File: src/rtl/serial_addsub.sv
// Bit-serial adder/subtractor: one result bit per clock, LSB first.
// Operands latch on START in IDLE and SUM/COUT/OVF publish together on entry to FIN.
module serial_addsub #(
    parameter int WIDTH = 8
) (
    input  logic             CLOCK_50,
    input  logic             RESET_N,
    input  logic             START,
    input  logic             SUB,
    input  logic [WIDTH-1:0] A,
    input  logic [WIDTH-1:0] B,
    input  logic             CIN,
    output logic             BUSY,
    output logic             DONE,
    output logic [WIDTH-1:0] SUM,
    output logic             COUT,
    output logic             OVF
);

    localparam int CW = $clog2(WIDTH);
    localparam logic [CW-1:0] LAST = CW'(WIDTH - 1);

    localparam logic [1:0] IDLE = 2'd0;
    localparam logic [1:0] RUN  = 2'd1;
    localparam logic [1:0] FIN  = 2'd2;

    logic [1:0]       state;
    logic [WIDTH-1:0] x;
    logic [WIDTH-1:0] y;
    logic [WIDTH-1:0] acc;
    logic             carry;
    logic             cmsb;
    logic [CW-1:0]    cnt;
    logic             s;
    logic             cnext;

    always_comb begin
        s     = x[0] ^ y[0] ^ carry;
        cnext = (x[0] & y[0]) | (x[0] & carry) | (y[0] & carry);
    end

    assign BUSY = (state == RUN) || (state == FIN);
    assign DONE = (state == FIN);

    always_ff @(posedge CLOCK_50) begin
        if (!RESET_N) begin
            state <= IDLE;
            x     <= '0;
            y     <= '0;
            acc   <= '0;
            carry <= 1'b0;
            cmsb  <= 1'b0;
            cnt   <= '0;
            SUM   <= '0;
            COUT  <= 1'b0;
            OVF   <= 1'b0;
        end else begin
            case (state)
                IDLE: begin
                    if (START) begin
                        x     <= A;
                        y     <= SUB ? ~B : B;
                        carry <= SUB ? 1'b1 : CIN;
                        acc   <= '0;
                        cnt   <= '0;
                        state <= RUN;
                    end
                end
                RUN: begin
                    acc   <= {s, acc[WIDTH-1:1]};
                    x     <= x >> 1;
                    y     <= y >> 1;
                    carry <= cnext;
                    if (cnt == LAST) begin
                        // Last bit: publish from the combinational next values so FIN sees the full result.
                        cmsb  <= carry;
                        SUM   <= {s, acc[WIDTH-1:1]};
                        COUT  <= cnext;
                        OVF   <= carry ^ cnext;
                        state <= FIN;
                    end else begin
                        cnt <= cnt + 1'b1;
                    end
                end
                FIN: begin
                    state <= IDLE;
                end
                default: begin
                    state <= IDLE;
                end
            endcase
        end
    end

endmodule

File: config.mk
export PLATFORM = sky130hd
export DESIGN_NAME = serial_addsub
export DESIGN_NICKNAME = d
export VERILOG_FILES = /design/src/rtl/serial_addsub.sv
export SDC_FILE = /design/constraint.sdc
export NUM_CORES = 1
export LEC_CHECK = 0
export BUFFER_PORTS_ARGS = -buffer_cell sky130_fd_sc_hd__buf_2
export CAP_MARGIN = 25
export CORE_MARGIN = 5
export CORE_UTILIZATION = 55
export CTS_CLUSTER_DIAMETER = 80
export CTS_CLUSTER_SIZE = 25
export DETAILED_ROUTE_END_ITERATION = 10
export PLACE_DENSITY = 0.79
export SLEW_MARGIN = 20
export SYNTH_ARGS = -nofsm -noshare
export SYNTH_HDL_FRONTEND = slang
export SYNTH_SLANG_ARGS = --single-unit
File: constraint.sdc
create_clock -name CLOCK_50 -period 1.9 [get_ports CLOCK_50]
set_input_delay 0.095 -clock CLOCK_50 [delete_from_list [all_inputs] [get_ports CLOCK_50]]
set_output_delay 0.095 -clock CLOCK_50 [all_outputs]
set_load 0.01 [all_outputs]
Word-level counts from Yosys, hierarchy flattened --
Cells that the tools add are included.
Storage, ports and cells: register bits after elaboration 40, output and inout bits 12
Operators by class: add/subtract/negate cells 1, eq/ne operators 6, multiplexer cells 16, bitwise operators 9, reductions and logical operators 7
Operator list (count):
- $pmux 8 s2 | 3
- $mux 8 | 4
- $not 8->8 | 1
- $mux 3 | 2
- $pmux 3 s2 | 1
- $reduce_and 2->1 | 3
- $mux 2 | 2
- $ne 2x2->1 const B | 2
- $pmux 2 s2 | 1
- $add 3x1->3 const B | 1
- $and 1x1->1 | 3
- $eq 3x3->1 const B | 1
- $reduce_and 3->1 | 1
- $xor 1x1->1 | 3
- $eq 2x1->1 const B | 1
- $eq 2x2->1 const B | 1
- $logic_not 2->1 | 1
- $mux 1 | 2
- $ne 2x1->1 const B | 1
- $or 1x1->1 | 2
- $pmux 1 s2 | 1
- $reduce_bool 2->1 | 1
- $logic_or 1x1->1 | 1

Depth between registers and ports, before layout --
word-level depth 4, gate-level depth with buffers 6

Worst setup path before layout --
OpenSTA, ideal clock, no wires.
path type reg-to-reg, start point register state[0], end point register acc[7], setup time 67 ps, arrival time 1440 ps, slack 393 ps, cell stages (with the launch flop) 7, clock period less this slack 1507 ps, path through dfxtp_1 > inv_1 > ha_1 > mux2i_4 > buf_2 > nand2_1 > a21oi_2
On the way: word-level cells in the longest chain between the ends 3, elaborated cells between the ends (all ways) 6, those cells by class eq/ne (2); mux (1); reduce/logical (3)
Ends and longest elaborated chain:
- start, declared | RTL line 27 | logic [1:0] state;
- start signal, assigned | RTL line 47 | state <= IDLE;
- start signal, assigned | RTL line 66 | state <= RUN;
- start signal, assigned | RTL line 80 | state <= FIN;
- $eq 2x1->1 or $logic_not 2->1 (tied branches) | RTL line 58 | case (state)
- $reduce_bool 2->1 (no line) or $ne 2x2->1 (tied branches)
- $reduce_and 2->1 (no line)
- end signal, assigned | RTL line 70 | acc <= {s, acc[WIDTH-1:1]};
- end, declared | RTL line 30 | logic [WIDTH-1:0] acc;
Parallel ways exist; a longest one is shown, timed or not. A chain may end at the register's enable or synchronous reset.

Worst setup path after layout --
start point register state[0], end point register x[3]
On the way: word-level cells in the longest chain between the ends 3, elaborated cells between the ends (all ways) 6, those cells by class eq/ne (2); mux (1); reduce/logical (3)
Ends and longest elaborated chain:
- $eq 2x1->1 or $logic_not 2->1 (tied branches) | RTL line 58
- $reduce_bool 2->1 (no line) or $ne 2x2->1 (tied branches)
- $reduce_and 2->1 (no line)
- end signal, assigned | RTL line 71 | x <= x >> 1;
- end, declared | RTL line 28 | logic [WIDTH-1:0] x;
Parallel ways exist; a longest one is shown, timed or not.

==> flow_summary.json <==
{
  "status": "finished clean",
  "start_util_pct": 56.5,
  "cpPeakStageDelay_ns": 0.47,
  "crit_fanout": 30,
  "crit_slowest_cell": "mux2_4",
  "seq_area_frac_synth_pct": 41.4,
  "netlist_instances": 205,
  "hold_viol": 0,
  "worstPathRequired_ns": 2.19,
  "clk_pin_slew_ns": 0.12,
  "hp-class": "in -> reg",
  "dp_cells": 275,
  "via_count": 1473,
  "async_flop_share_pct": 0,
  "antenna_found_initial": 0,
  "ys_warn_count": 0,
  "avgSynthCellArea_sq_um": 9.19,
  "num-nets-final": 266,
  "p_leak_uw": 0.000843,
  "overflow": 0,
  "power_density_mw_per_mm2": 877,
  "worst_pin_slew_ns": 0.401,
  "cp-start-kind": "register",
  "htreeDepth": 2,
  "grt_pass1_wl_microns": 5880,
  "syn_area_sq_mm": 0.00188,
  "cts_tree": "yes",
  "core_region_area_sq_mm": 0.00334,
  "drive_gt1_share_pct": 26.1,
  "areaGrowthSynthToFinish_pct": 14.5,
  "stdcell_count": 284,
  "cts_resized": 0,
  "die_h_microns": 68.5,
  "viasPerCell": 5.19,
  "slew-limit-headroom_pct": 73.3,
  "n_antenna_cell": 0,
  "synth.distinct_cells": 33,
  "port_buffers": 32,
  "drt-initial-drc-count": 85,
  "ir_drop_mv": 0.443,
  "finalWirelength_microns": 3490,
  "cts_buffers": 5,
  "path_cells": "inv_1 > ha_1 > mux2_4 > nor2_1 > a211oi_2",
  "antenna_left": 0,
  "first_pass_iters": 4,
  "hold_slack_ns": 0.0357,
  "numClockSinks": 39,
  "switching_share_pct": 29.4,
  "finalSetupViolCount": 0,
  "fmax_mhz": 599,
  "synth_edf_count": 0,
  "drv_cap": 0,
  "rows": 21,
  "intPower_uw": 1340,
  "wl_per_cell_microns": 12.3,
  "power_frac_comb_pct": 22.2,
  "setup_tns_ns": 0,
  "ys.flop_type": "dfxtp_1",
  "dp_hpwl_microns": 2500,
  "dp_worst_setup_slack_ns": 0.225,
  "rsz0062_at_grt": "no",
  "pwr-share-clk_pct": 29.7,
  "die_w_microns": 68.5,
  "worstPathArrival_ns": 1.96,
  "grt_max_degree": 35,
  "ys_ff_latch": 39,
  "p_switching_uw": 555,
  "seq_power_share_pct": 48.1,
  "clockRootBuffer": "clkbuf_4",
  "first_global_vias": 1366,
  "io_pins": 33,
  "crit_type": "reg -> reg",
  "place_congestion": 0.726,
  "fin_crit_sh_pct": 87.9,
  "period_minus_slack_ns": 1.67,
  "cts_buffer_depth": 2,
  "fin_worst_skew_ns": 0.0125,
  "setup_slack_ns": 0.231,
  "finalMaxSlewViolations": 0,
  "syn_nets": 234,
  "cp-end-kind": "register",
  "die_area_sq_mm": 0.00470,
  "drc": 0,
  "clk_latency_ns": 0.36,
  "grt.total_usage_pct": 17.0
}
routing by layer:
| layer | vias to the layer above | track usage (%) | part of all wire, % |
|---|---|---|---|
| met5 | - | 0 | 0 |
| met4 | 0 | 9.68 | 1.7 |
| met3 | 9 | 3.40 | 7.5 |
| met2 | 40 | 27.5 | 44 |
| met1 | 659 | 20.8 | 47 |
| li1 | 765 | - | - |
cells in the mapped netlist, types with 3 or more instances:
cell,n,area share (%)
a211oi_2,7,4.6
buf_2,5,1.3
o211ai_1,7,2.8
dfxtp_1,39,41
clkbuf_1,3,0.60
a21oi_1,24,6.4
nand3_1,8,2.1
mux2i_1,10,5.3
xor2_1,7,3.3
nand2b_1,10,3.3
a21oi_2,3,1.4
ha_1,7,4.6
buf_6,4,2.4
nand3_2,3,1.6
nor2_1,10,2.0
nand2_1,38,7.6
path summary, 6_finish.rpt:
check	start	end	cells after the start	slack [ns]
worst max-delay path	state[0]	x[3]	5	0.23
worst min-delay path	B[7]	y[7]	3	0.04
worst max register to register	state[0]	x[3]	5	0.23
worst min register to register	y[6]	y[6]	2	0.46
layout by cell type, fill, tap and decap left out, drive strengths merged:
cell type / instances
ha: 7
inv: 2
nand2: 38
xnor2: 2
nand3: 11
a21o: 1
nor2: 10
nor2b: 1
bufinv: 1
xor2: 7
o211ai: 7
dfxtp: 39
dlygate4sd3: 1
o21ai: 1
a211oi: 8
nand2b: 10
mux2: 1
clkinv: 3
nor3: 1
mux2i: 11
buf: 38
clkbuf: 5
fa: 1
nand3b: 2
a21oi: 27
and2: 1
o41ai: 1
o311ai: 1
flip-flops by register name (all words and copies together) (netlist names):
| signal | cells |
|---|---|
| y | 8 |
| OVF | 1 |
| acc | 7 |
| COUT | 1 |
| cnt | 3 |
| x | 8 |
| carry | 1 |
| state | 2 |
| SUM | 8 |
power by group through the flow:
| stage | Combinational, uW | Clock, uW | Sequential, uW |
|---|---|---|---|
| after floorplan | 351 | 0 | 919 |
| after global placement | 411 | 0 | 926 |
| after detailed placement | 422 | 0 | 929 |
| after CTS | 426 | 576 | 909 |
| after global routing | 464 | 607 | 917 |
| final | 420 | 562 | 909 |
metrics by stage:
stage / instance area (sq um) / power, uW / utilization [%]
finish: 2160 / 1890 / 64.6
global route: 2160 / 1990 / 64.6
CTS: 2160 / 1910 / 64.6
detailed placement: 2070 / 1350 / 61.9
global placement: 2070 / 1340 / 61.9
floorplan: 1880 / 1270 / -
timing repair:
action                    4_1_cts  5_1_grt
hold buffers                    1        0
setup buffers                   0        0
hold endpoints to repair        1        0
cell type report:
type,instances,area (sq um)
Inverter,3,11.3
Tap cell,46,57.6
Clock buffer,5,37.5
Multi-Input combinational cell,149,998
Timing Repair Buffer,39,228
Clock inverter,3,43.8
Fill cell,300,1180
Sequential cell,39,781
cell families after synthesis:
group / count (synthesis) / share of synthesized area [%]
flip-flops: 39 / 41.4
buffers and inverters: 17 / 5.58
adder cells (fa/ha/maj): 8 / 5.71
multiplexers: 12 / 7.30
AND/OR/NAND/NOR: 74 / 18.6
AO/OA/AOI/OAI: 46 / 17.2
XOR/XNOR: 9 / 4.18
critical path: cells and delay by family, from the launching register on:
family	cells	cell delay [ns]
AND/OR/NAND/NOR	1	0.11
AO/OA/AOI/OAI	1	0.22
buffers and inverters	1	0.10
adder cells (fa/ha/maj)	1	0.30
flip-flops	1	0.38
multiplexers	1	0.47
No activity file was read; power rests on OpenSTA's default activity.
